[config.mk]
export PLATFORM = sky130hd
export DESIGN_NAME = masked_rand_supply
export DESIGN_NICKNAME = d
export VERILOG_FILES = /design/src/rtl/masked_rand_supply_pkg.sv /design/src/rtl/lfsr64_unrolled.sv /design/src/rtl/masked_rand_supply.sv
export SDC_FILE = /design/constraint.sdc
export NUM_CORES = 1
export LEC_CHECK = 0
export BUFFER_PORTS_ARGS = -buffer_cell sky130_fd_sc_hd__buf_2
export CAP_MARGIN = 25
export CORE_ASPECT_RATIO = 1.75
export CORE_MARGIN = 4
export CORE_UTILIZATION = 53
export CTS_BUF_LIST = sky130_fd_sc_hd__clkbuf_8
export CTS_CLUSTER_DIAMETER = 100
export CTS_CLUSTER_SIZE = 8
export DETAILED_ROUTE_END_ITERATION = 7
export PLACE_DENSITY = 0.82
export SYNTH_ARGS = -nofsm -noshare
export SYNTH_HDL_FRONTEND = slang
export SYNTH_SLANG_ARGS = --single-unit
[constraint.sdc]
create_clock -name clk -period 5.68 [get_ports clk]
set_clock_uncertainty 0.1 [all_clocks]
set_input_delay 0.568 -clock clk [delete_from_list [all_inputs] [get_ports clk]]
set_output_delay 0.568 -clock clk [all_outputs]
set_load 0.02 [all_outputs]
[src/rtl/masked_rand_supply_pkg.sv]
// Shared constants, state encoding and the single LFSR step for the masked randomness supply.
// Polynomial x^64+x^63+x^61+x^60+1 (Fibonacci form, maximal length).
package masked_rand_supply_pkg;

    localparam int LFSR_W = 64;

    localparam int TAP_A = 63;
    localparam int TAP_B = 62;
    localparam int TAP_C = 60;
    localparam int TAP_D = 59;

    // An all-zero LFSR would lock up, so a zero seed is replaced by this word.
    localparam logic [LFSR_W-1:0] ZERO_SEED_SUB = 64'h1;

    typedef enum logic [1:0] {
        IDLE = 2'd0,
        LOAD = 2'd1,
        WARM = 2'd2,
        RUN  = 2'd3
    } state_e;

    function automatic logic [LFSR_W-1:0] lfsr_step(input logic [LFSR_W-1:0] s);
        logic fb;
        fb = s[TAP_A] ^ s[TAP_B] ^ s[TAP_C] ^ s[TAP_D];
        return {s[LFSR_W-2:0], fb};
    endfunction

endpackage

[src/rtl/lfsr64_unrolled.sv]
// One 64-bit Fibonacci LFSR that applies STEPS_PER_ADV single steps per advance.
// Load has priority over advance; a zero seed is substituted so the register never locks up.
module lfsr64_unrolled
    import masked_rand_supply_pkg::*;
#(
    parameter int STEPS_PER_ADV = 64
) (
    input  logic              clk,
    input  logic              rst,
    input  logic              load,
    input  logic [LFSR_W-1:0] seed,
    input  logic              adv,
    output logic [LFSR_W-1:0] state
);

    logic [LFSR_W-1:0] stepped;

    always_comb begin
        stepped = state;
        for (int i = 0; i < STEPS_PER_ADV; i++) begin
            stepped = lfsr_step(stepped);
        end
    end

    always_ff @(posedge clk or posedge rst) begin
        if (rst) begin
            state <= '0;
        end else if (load) begin
            state <= (seed == '0) ? ZERO_SEED_SUB : seed;
        end else if (adv) begin
            state <= stepped;
        end
    end

endmodule

[src/rtl/masked_rand_supply.sv]
// Fresh-mask supply for the masked S-box pair: seeded LFSR bank, warm-up, gated output.
// Optional macro RAND_HEALTH_EN adds a sticky health_err flag for an all-zero LFSR.
module masked_rand_supply
    import masked_rand_supply_pkg::*;
#(
    parameter int NUM_LFSR      = 3,
    parameter int STEPS_PER_ADV = 64,
    parameter int WARMUP_CYCLES = 128,
    localparam int R_WIDTH      = LFSR_W * NUM_LFSR,
    localparam int BEAT_W       = (NUM_LFSR > 1) ? $clog2(NUM_LFSR) : 1
) (
    input  logic               clk,
    input  logic               rst_i,
    input  logic               seed_valid,
    output logic               seed_ready,
    input  logic [LFSR_W-1:0]  seed_data,
    input  logic               r_en,
    output logic [R_WIDTH-1:0] r,
    output logic               r_valid,
`ifdef RAND_HEALTH_EN
    output logic               health_err,
`endif
    output state_e             dbg_state,
    output logic [BEAT_W-1:0]  dbg_beat
);

    // Seed handshake: a beat transfers on a rising clock edge where seed_valid && seed_ready.
    localparam int WARM_W = (WARMUP_CYCLES > 1) ? $clog2(WARMUP_CYCLES) : 1;
    localparam state_e AFTER_LOAD = (WARMUP_CYCLES == 0) ? RUN : WARM;

    state_e              state, state_nx;
    logic [BEAT_W-1:0]   beat, beat_nx;
    logic [WARM_W-1:0]   warm_cnt, warm_cnt_nx;
    logic                armed;
    logic                hs;
    logic                adv;
    logic                load_en;
    logic [BEAT_W-1:0]   load_idx;
    logic [NUM_LFSR-1:0] load;
    logic [LFSR_W-1:0]   lfsr_q [NUM_LFSR];
    logic [R_WIDTH-1:0]  lfsr_cat;

    always_ff @(posedge clk or posedge rst_i) begin
        if (rst_i) begin
            state    <= IDLE;
            beat     <= '0;
            warm_cnt <= '0;
            armed    <= 1'b0;
        end else begin
            state    <= state_nx;
            beat     <= beat_nx;
            warm_cnt <= warm_cnt_nx;
            armed    <= 1'b1;
        end
    end

    // armed keeps seed_ready low until the first edge after reset release.
    always_comb begin
        seed_ready  = armed && (state != WARM);
        hs          = seed_valid && seed_ready;
        state_nx    = state;
        beat_nx     = beat;
        warm_cnt_nx = warm_cnt;
        adv         = 1'b0;
        load_en     = 1'b0;
        load_idx    = '0;
        case (state)
            IDLE, RUN: begin
                if (hs) begin
                    load_en = 1'b1;
                    if (NUM_LFSR == 1) begin
                        state_nx = AFTER_LOAD;
                    end else begin
                        state_nx = LOAD;
                        beat_nx  = BEAT_W'(1);
                    end
                end else if (state == RUN && r_en) begin
                    adv = 1'b1;
                end
            end
            LOAD: begin
                if (hs) begin
                    load_en  = 1'b1;
                    load_idx = beat;
                    if (beat == BEAT_W'(NUM_LFSR - 1)) begin
                        beat_nx  = '0;
                        state_nx = AFTER_LOAD;
                    end else begin
                        beat_nx = beat + 1'b1;
                    end
                end
            end
            WARM: begin
                adv = 1'b1;
                if (warm_cnt == WARM_W'(WARMUP_CYCLES - 1)) begin
                    warm_cnt_nx = '0;
                    state_nx    = RUN;
                end else begin
                    warm_cnt_nx = warm_cnt + 1'b1;
                end
            end
            default: state_nx = IDLE;
        endcase
    end

    for (genvar i = 0; i < NUM_LFSR; i++) begin : gen_lfsr
        assign load[i] = load_en && (load_idx == BEAT_W'(i));

        lfsr64_unrolled #(
            .STEPS_PER_ADV(STEPS_PER_ADV)
        ) u_lfsr (
            .clk  (clk),
            .rst  (rst_i),
            .load (load[i]),
            .seed (seed_data),
            .adv  (adv),
            .state(lfsr_q[i])
        );

        assign lfsr_cat[i*LFSR_W +: LFSR_W] = lfsr_q[i];
    end

`ifdef RAND_HEALTH_EN
    logic any_zero;

    always_comb begin
        any_zero = 1'b0;
        for (int i = 0; i < NUM_LFSR; i++) begin
            if (lfsr_q[i] == '0) any_zero = 1'b1;
        end
    end

    always_ff @(posedge clk or posedge rst_i) begin
        if (rst_i) begin
            health_err <= 1'b0;
        end else if ((state == WARM || state == RUN) && any_zero) begin
            health_err <= 1'b1;
        end
    end

    assign r_valid = (state == RUN) && !health_err;
`else
    assign r_valid = (state == RUN);
`endif

    // Only registered values feed r, so masking on r_valid cannot leak next-state glitches.
    assign r         = lfsr_cat & {R_WIDTH{r_valid}};
    assign dbg_state = state;
    assign dbg_beat  = beat;

endmodule

# Word level (Yosys, flattened, before mapping)
# Index checks and enable logic that the tools add are counted.
op_classes:
  n_addsub: 2
  n_eq_ne: 12
  muxes: 23
  bitwise: 577
  n_reduce_logical: 17
ops:
  columns: ["cell", "count"]
  rows:
  - ["$xor 1x1->1", 576]
  - ["$mux 64", 7]
  - ["$and 192x192->192", 1]
  - ["$logic_not 64->1", 1]
  - ["$mux 2", 8]
  - ["$ne 2x2->1 const B", 5]
  - ["$eq 2x2->1 const B", 4]
  - ["$reduce_bool 2->1", 4]
  - ["$add 7x1->7 const B", 1]
  - ["$eq 7x7->1 const B", 1]
  - ["$mux 7", 1]
  - ["$logic_and 1x1->1", 6]
  - ["$pmux 2 s3", 1]
  - ["$eq 2x1->1 const B", 2]
  - ["$logic_not 2->1", 2]
  - ["$mux 1", 4]
  - ["$pmux 2 s2", 1]
  - ["$reduce_and 4->1", 1]
  - ["$reduce_and 3->1", 1]
  - ["$reduce_or 3->1", 1]
  - ["$add 2x1->2 const B", 1]
  - ["$pmux 1 s2", 1]
  - ["$reduce_or 2->1", 1]
totals:
  reg_bits: 204
  input_bits: 68
  out_inout_bits: 198
  word_cells: 638

# Depth between registers and ports, before layout
# Gate-level depths: netlist of the first run.
logic_depth:
  ltp_word: 8
  mapped_depth: 11
  mapped_depth_nobuf: 7

# Cells and area by module
# From an unflattened synthesis of the first run, not the netlist that was laid out.
unflattened:
  cells_unflattened: 1746
  area_unflattened_um2: 15750.1
modules_own_cells:
  columns: ["mod", "instances", "cells_each", "area_per_inst_um2", "seq_area_each_um2"]
  rows:
  - ["lfsr64_unrolled at gen_lfsr[1].u_lfsr ...", 2, 488, 4538.1, 1601.5]
  - ["lfsr64_unrolled at gen_lfsr[0].u_lfsr", 1, 489, 4693.3, 1601.5]
  - ["masked_rand_supply", 1, 281, 1980.6, 300.3]

# Least setup slack after synthesis of the first run
# OpenSTA, ideal clock, no wires.
synth_path:
  path_kind: "register to register"
  startpoint: "register state[0], in the netlist dbg_state[0]"
  endpoint: "register gen_lfsr[1].u_lfsr.state[61]"
  setup_time_ns: 0.126
  arrival_time_ns: 2.195
  t_required_ns: 5.454
  path_slack_ns: 3.259
  stages_incl_launch_ff: 8
  period_less_slack_ns: 2.421
  path_cell_list: "dfrtp_1 inv_1 ha_1 clkbuf_1 nand4b_1 nor3_1 nor2_1 a221o_1"
synth_between:
  elab_chain_len: 8
  elab_cells_between_ends: 21
  cone_classes: "eq/ne (5); mux (8); reduce/logical (8)"
synth_rtl:
  columns: ["item", "line", "rtl"]
  rows:
  - ["from (decl)", "masked_rand_supply.sv:31", "state_e state, state_nx;"]
  - ["from (signal assigned)", "masked_rand_supply.sv:50", "state <= state_nx;"]
  - ["$ne 2x2->1", "masked_rand_supply.sv:59", "seed_ready = armed && (state != WARM);"]
  - ["$logic_and 1x1->1", "masked_rand_supply.sv:59", null]
  - ["$logic_and 1x1->1", "masked_rand_supply.sv:60", "hs = seed_valid && seed_ready;"]
  - ["$mux 2", "masked_rand_supply.sv:82", "if (hs) begin"]
  - ["$mux 2", "masked_rand_supply.sv:67", "case (state)"]
  - ["$eq 2x1->1", "masked_rand_supply.sv:107", "assign load[i] = load_en && (load_idx == BEAT_W'(i));"]
  - ["$logic_and 1x1->1", "masked_rand_supply.sv:107", null]
  - ["$mux 64 or $reduce_bool 2->1 (tied branches)", null, null]
  - ["to (signal assigned)", "lfsr64_unrolled.sv:29", "state <= (seed == '0) ? ZERO_SEED_SUB : seed;"]
  - ["to (signal assigned)", "lfsr64_unrolled.sv:31", "state <= stepped;"]
  - ["to (decl)", "lfsr64_unrolled.sv:13", "output logic [LFSR_W-1:0] state"]
# Parallel ways exist; a longest one is shown, timed or not.
# A chain may end at the register's enable or synchronous reset.

# Final worst setup path of the first run
layout_path:
  startpoint: "register state[0], in the netlist dbg_state[0]"
  endpoint: "register gen_lfsr[0].u_lfsr.state[40]"
layout_between:
  elab_chain_len: 8
  elab_cells_between_ends: 21
  cone_classes: "eq/ne (4); mux (8); reduce/logical (9)"
layout_rtl:
  columns: ["item", "line"]
  rows:
  - ["$ne 2x2->1", "masked_rand_supply.sv:59"]
  - ["$logic_and 1x1->1", "masked_rand_supply.sv:59"]
  - ["$logic_and 1x1->1", "masked_rand_supply.sv:60"]
  - ["$mux 2", "masked_rand_supply.sv:82"]
  - ["$mux 2", "masked_rand_supply.sv:67"]
  - ["$logic_not 2->1", "masked_rand_supply.sv:107"]
  - ["$logic_and 1x1->1", "masked_rand_supply.sv:107"]
  - ["$mux 64 or $reduce_bool 2->1 (tied branches)", null]
  - ["to (signal assigned)", "lfsr64_unrolled.sv:29"]
  - ["to (signal assigned)", "lfsr64_unrolled.sv:31"]
  - ["to (decl)", "lfsr64_unrolled.sv:13"]
# Parallel ways exist; a longest one is shown, timed or not.

==> metrics.md, run 1 <==
| Metric | Value |
|---|---|
| Status | `complete, no violations` |
| Initial Util | `54.1%` |
| Port Buffer Count | `265` |
| RSZ-0062 raised after global routing | `no` |
| Final worst-path cycle share | `65.5%` |
| Cell area after synthesis | `15600 µm²` |
| CTS Hold Bufs | `0` |
| Peak Freq | `0.269 GHz` |
| Die area | `32300 µm²` |
| Distinct cells, synth | `39` |
| Crit path time final | `3.72 ns` |
| Pre-CTS setup slack | `2.01 ns` |
| Clk sink count | `204` |
| DP HPWL | `30700 µm` |
| Most common cell after layout, fill and taps aside | `xnor2_1` |
| Initial DRC Count | `891` |
| CTS resizes | `0` |
| CTS Buffer Depth | `3` |
| Cell count after synthesis | `1912` |
| Core box area | `28800 µm²` |
| Vias in the first global route | `13119` |
| Sum Neg Setup Slack | `0 ns` |
| Final hold vios | `0` |
| Grt ovf | `0` |
| CP Data Arrival Time | `4.07 ns` |
| Initial antenna violation count | `2` |
| Synthesis-to-finish area growth | `8.95%` |
| LEAKAGE | `7.28 nW` |
| WL/cell | `18.3 µm` |
| Slew Limit Fails | `0` |
| Drt first pass iters | `5` |
| GPL Wtd Cong | `0.857` |
| Crit Path Class | `reg -> reg` |
| Post-Syn Nets | `1985` |
| Later-pin clock latency in the skew report | `0.57 ns` |
| Area leader, netlist | `dfrtp_1` |
| Nets | `2044` |
| Max_slew headroom | `35.6%` |
| Vias/cell | `5.52` |
| Total CTS buffers | `29` |
| Tot Pwr | `13.5 mW` |
| Commonest cells after routing, fill and taps aside | `xnor2_1, nor2_1, buf_2` |
| Yosys warning count | `0` |
| H-tree levels | `1` |
| Drt total wl | `43000 µm` |
| Yosys reg bits | `204` |
| CP endpoint kind | `register` |
| Crit Path Max Fanout | `79` |
| Final ANT Viol Nets | `0` |
| Largest net degree at the start of global routing | `162` |
| Worst vdd ir | `517 µV` |
| Most area-consuming cells after synthesis | `dfrtp_1, xnor2_1, xor2_1, and2_1, nor2_1` |
| Via Count | `12970` |
| Syn Area/Cell | `8.16 µm²` |
| Die width | `138 µm` |
| P per Cell Area | `796 nW/µm²` |
| DRC viols | `0` |
| Postcts setup bufs | `0` |
| Number of core rows | `82` |
| Final Worst Setup Slack | `1.96 ns` |
| Worst EP required | `6.03 ns` |
| Root Driver | `clkbuf_8` |
| Max_cap viols | `0` |
| Final setup vio count | `0` |
| Yosys top cell area share | `32.7%` |
| Worst hold path type | `in -> reg` |
| First-pass GRT wire length | `68900 µm` |
| Register area share after synthesis | `32.7%` |
| Worst-Margin Slew | `0.966 ns` |
| CP startpoint kind | `register` |
| Clock slew at reported path FFs | `0.07 ns` |
| All-layer global routing usage | `26.3%` |
| Share of layout cells above drive strength 1 | `18.4%` |
| Die H | `235 µm` |
| Ports | `266` |
| CTS tree | `built` |
cells by family (layout without fill, tap and decap cells):
logic type	after synthesis	count (layout)	share of synthesized area, %
AOI/OAI and AO/OA	244	244	8.88
and+or+nand+nor	663	663	20.5
buffers and inverters	265	324	7.01
other	1	3	0.0240
muxes	5	5	0.329
xor gates and xnor gates	525	525	30.1
adders and majority gates	5	5	0.401
DFF	204	204	32.7
area by class of cell:
class,count,area (µm²)
repair buffers,279,1490
fillers,2471,11800
inverters,14,56.3
diodes,2,5.00
flip-flops and latches,204,5100
multi-input cells,1443,9430
clock inverters,2,37.5
well taps,378,473
clock buffers,29,399
synth_stat cells:
cell type  number
inv_1          14
a32oi_1         8
and3b_1         1
nand2_1        68
a31oi_1         1
xnor2_1       347
buf_2          13
o211ai_1        3
o22ai_1         1
dfrtp_1       204
nand4_1         7
buf_6          11
and2_0          1
a22oi_1         3
mux2_2          1
xnor3_1         7
or2_2           1
nand2b_1        1
o21ai_0        21
or3_1           3
conb_1          1
a21oi_1       168
clkbuf_1      217
a211oi_1       31
nand4b_1        1
nor2b_1         1
xor2_1        171
a221o_1         7
and3_1          3
o32ai_1         1
nor3_1         10
nand3_1         3
nor2_1        306
nor2_2         46
ha_1            5
nor4_1         19
mux2i_1         4
and2_1        192
buf_1          10
report_power, final:
| group | switching [mW] | internal, mW | leakage, nW |
|---|---|---|---|
| sequential | 1.50 | 2.22 | 2.37 |
| combinational | 4.59 | 4.16 | 4.69 |
| clock | 0.560 | 0.499 | 0.223 |
| total | 6.65 | 6.88 | 7.28 |
critical path, stage by stage, from the launching register on:
cell	delay, ns
dfrtp_1	0.47
inv_1	0.10
ha_1	0.34
and3b_1	0.38
or3_4	0.79
nand2_1	0.76
buf_8	0.38
a21oi_1	0.16
a211oi_1	0.07
routing by layer:
layer / routed length [µm] / vias to the layer above / GRT usage (%) / share of wire [%]
met2: 22700 / 462 / 46.1 / 53
met1: 15800 / 6322 / 30.9 / 37
met3: 2140 / 141 / 2.57 / 5.0
met4: 2370 / 0 / 14.3 / 5.5
li1: - / 6045 / - / -
met5: 0 / - / 0 / 0
sequential cells by signal (all words and copies together), names as in the netlist:
register,cells
gen_lfsr.u_lfsr.state,192
dbg_state,2
armed,1
warm_cnt,7
dbg_beat,2
metrics by stage:
step                cells  cell area (µm²)  hold WS, ns  utilization, %
floorplan            1912            15600        0.342               -
CTS                  2346            17000        0.117            58.8
finish               2351            17000        0.174            58.9
detailed placement   2315            16500        0.373            57.3
global route         2351            17000        0.166            58.9
global placement     2313            16500        0.361            57.1
worst paths after layout:
kind | from | end | slack [ns] | cells past startpoint
worst min register to register | warm_cnt[6]$_DFFE_PP0N_ | warm_cnt[6]$_DFFE_PP0N_ | 0.38 | 1
min in group asynchronous | rst_i | gen_lfsr[2].u_lfsr.state[48]$_DFFE_PP0P_ | 0.41 | 3
worst min-delay path | seed_data[4] | gen_lfsr[1].u_lfsr.state[4]$_DFFE_PP0P_ | 0.17 | 3
worst max register to register | dbg_state[0]$_DFFE_PP0P_ | gen_lfsr[0].u_lfsr.state[40]$_DFFE_PP0P_ | 1.96 | 8
worst max-delay path | dbg_state[0]$_DFFE_PP0P_ | gen_lfsr[0].u_lfsr.state[40]$_DFFE_PP0P_ | 1.96 | 8
max in group asynchronous | rst_i | gen_lfsr[2].u_lfsr.state[10]$_DFFE_PP0P_ | 3.83 | 4
No activity file was read; power rests on OpenSTA's default activity.
==> run 2, diff against run 1 <==
--- a/config.mk
+++ b/config.mk
@@ -9,12 +9,12 @@
 export CAP_MARGIN = 25
 export CORE_ASPECT_RATIO = 1.75
 export CORE_MARGIN = 4
-export CORE_UTILIZATION = 53
+export CORE_UTILIZATION = 59
 export CTS_BUF_LIST = sky130_fd_sc_hd__clkbuf_8
 export CTS_CLUSTER_DIAMETER = 100
 export CTS_CLUSTER_SIZE = 8
 export DETAILED_ROUTE_END_ITERATION = 7
-export PLACE_DENSITY = 0.82
+export PLACE_DENSITY = 0.86
 export SYNTH_ARGS = -nofsm -noshare
 export SYNTH_HDL_FRONTEND = slang
 export SYNTH_SLANG_ARGS = --single-unit
==> constraint.sdc (replaced) <==
create_clock -name clk -period 3.55 [get_ports clk]
set_clock_uncertainty 0.1 [all_clocks]
set_input_delay 0.355 -clock clk [delete_from_list [all_inputs] [get_ports clk]]
set_output_delay 0.355 -clock clk [all_outputs]
set_load 0.02 [all_outputs]
==> run 2 against run 1 <==
Net effect:
- die area decreased by 9.7%
- combinational power grew 62%
- cell area is 3.4% higher
- wire length up 2.9%
- setup slack got worse by 1.5 ns
- critical path depth up 1
- core utilization grew 8.8 points
- global-route usage rose by 3.8 points
- sequential power rose by 60%
- largest cell class unchanged
==> metrics.md, run 2 (synthesized netlist as in run 1, its figures left out) <==
| Metric | Value |
|---|---|
| Share of layout cells above drive strength 1 | `18.1%` |
| Synthesis-to-finish area growth | `12.7%` |
| Clk sink count | `204` |
| R2R Path End | `gen_lfsr[1].u_lfsr.state[54]$_DFFE_PP0P_` |
| Sequential cell area | `5100 µm²` |
| WL/cell | `18.8 µm` |
| CP startpoint kind | `register` |
| Most common cell after layout, fill and taps aside | `xnor2_1` |
| Grt ovf | `0` |
| Multi-input gate area | `9430 µm²` |
| RSZ-0062 raised after global routing | `no` |
| Fillers | `1998` |
| Final Util | `67.7%` |
| Status | `complete, no violations` |
| Port Buffer Count | `265` |
| Hold wc startpoint | `seed_data[21]` |
| Via Count | `13487` |
| Cell family with most CP delay | `simple AND/OR/NAND/NOR gates` |
| Crit Path Max Fanout | `43` |
| Sum Neg Setup Slack | `0 ns` |
| Largest regs | `gen_lfsr.u_lfsr.state (192), warm_cnt (7)` |
| CTS Buffer Depth | `3` |
| CP endpoint kind | `register` |
| Final hold vios | `0` |
| Postcts setup bufs | `0` |
| Final instance area | `17600 µm²` |
| Max_slew headroom | `30.6%` |
| Hold EP | `gen_lfsr[0].u_lfsr.state[21]$_DFFE_PP0P_` |
| Largest register FFs | `192` |
| Nets | `2109` |
| Final worst-path cycle share | `86.7%` |
| Worst R2R Start | `dbg_state[0]$_DFFE_PP0P_` |
| Worst EP required | `3.93 ns` |
| DP HPWL | `30700 µm` |
| Die width | `131 µm` |
| Most flop-heavy register | `gen_lfsr.u_lfsr.state` |
| Vias in the first global route | `13718` |
| Vias/cell | `5.72` |
| Critical path's slowest cell | `or3_4` |
| Clock slew at reported path FFs | `0.07 ns` |
| Commonest cells after routing, fill and taps aside | `xnor2_1, nor2_1, buf_2` |
| R2R Setup Slk | `0.47 ns` |
| Slew Limit Fails | `0` |
| Drt first pass iters | `5` |
| Worst Hold Path Cells | `3` |
| H-tree levels | `1` |
| Core box area | `26000 µm²` |
| Cell mode on critical path | `buf_12` |
| Initial Util | `60.1%` |
| Final setup vio count | `0` |
| Initial antenna violation count | `0` |
| Initial DRC Count | `1102` |
| GPL Wtd Cong | `0.885` |
| Largest net degree at the start of global routing | `98` |
| LEAKAGE | `7.57 nW` |
| Root Driver | `clkbuf_8` |
| DRC viols | `0` |
| All-layer global routing usage | `30.1%` |
| Number of core rows | `78` |
| Worst-Margin Slew | `1.04 ns` |
| Die area | `29200 µm²` |
| Worst reg2reg path depth | `9` |
| Inserted Diodes | `0` |
| Total CTS buffers | `29` |
| Hold slack | `0.0293 ns` |
| Peak Freq | `0.325 GHz` |
| Crit path time final | `3.08 ns` |
| Ports | `266` |
| Max_cap viols | `0` |
| Cell Chain, Critical Path | `inv_1, ha_1, and3b_1, or3_4, buf_12, buf_12, nor2_1, xnor2_1, a21oi_1` |
| CP Buf/Inv Count | `3` |
| First-pass GRT wire length | `71000 µm` |
| Crit Path Class | `reg -> reg` |
| Delay of the slowest critical-path stage | `0.59 ns` |
| CTS tree | `built` |
| P per Cell Area | `1250 nW/µm²` |
| Later-pin clock latency in the skew report | `0.59 ns` |
| Final ANT Viol Nets | `0` |
| Die H | `223 µm` |
| Worst hold path type | `in -> reg` |
| Placed Instance Area | `16500 µm²` |
| Drt total wl | `44200 µm` |
| Worst vdd ir | `915 µV` |
| CP Data Arrival Time | `3.46 ns` |
==> run 2: cell types whose count changed in the layout (fill, tap and decap cells not counted), sizes merged <==
cell / before / now
dlygate4sd3: 1 / 61
diode: 2 / 0
buf: 278 / 283
==> run 2: area by class of cell <==
cell class | count | area share [%]
clock buffer | 29 | 2.27
clock inverter | 2 | 0.214
inverter | 14 | 0.320
multi-input combinational | 1443 | 53.7
sequential | 204 | 29.0
tap | 320 | 2.28
timing repair buffer | 344 | 12.2
==> run 2: routing by layer <==
metal | up-vias | track usage (%) | part of all wire, %
met5 | - | 0 | 0
met4 | 0 | 16.8 | 6.1
met3 | 189 | 3.67 | 5.6
met2 | 575 | 52.5 | 52
met1 | 6553 | 34.8 | 36
li1 | 6170 | - | -
==> run 2: tightest hold or removal path, delay by kind of cell <==
kind,cells,cell delay [ns]
and+or+nand+nor,1,0.11
buffers and inverters,1,0.14
AOI/OAI and AO/OA,1,0.05
==> run 2: how the worst max path moves through the flow <==
stage / slack [ns] / to / cells after the start / start
after global routing: 0.35 / gen_lfsr[0].u_lfsr.state[62]$_DFFE_PP0P_ / 8 / dbg_state[0]$_DFFE_PP0P_
final: 0.47 / gen_lfsr[1].u_lfsr.state[54]$_DFFE_PP0P_ / 9 / dbg_state[0]$_DFFE_PP0P_
after global placement: 0.71 / gen_lfsr[1].u_lfsr.state[59]$_DFFE_PP0P_ / 9 / dbg_state[0]$_DFFE_PP0P_
after detailed placement: 0.57 / gen_lfsr[1].u_lfsr.state[51]$_DFFE_PP0P_ / 9 / dbg_state[0]$_DFFE_PP0P_
after CTS: 0.53 / r[63] / 4 / dbg_state[0]$_DFFE_PP0P_
after floorplan: 0.45 / armed$_DFF_PP0_ / 1 / rst_i
==> run 2: what timing repair did <==
action / in CTS / in global routing
resized for setup: 0 / 0
hold buffers: 61 / 0
hold endpoints to repair: 185 / 0
==> run 2: through the flow <==
stage	setup slack [ns]	power (mW)	cells
6_report	0.471	21.9	2356
2_1_floorplan	0.451	17.2	1912
4_1_cts	0.526	21.8	2356
5_1_grt	0.353	23.5	2356
3_3_place_gp	0.707	19.4	2264
3_5_place_dp	0.566	20.0	2264
==> run 2: power breakdown <==
part / total [mW] / leakage (nW) / switching [mW] / internal, mW
logic: 14.2 / 4.97 / 7.46 / 6.75
clock network: 1.70 / 0.223 / 0.903 / 0.797
registers: 5.98 / 2.37 / 2.43 / 3.55
total: 21.9 / 7.57 / 10.8 / 11.1
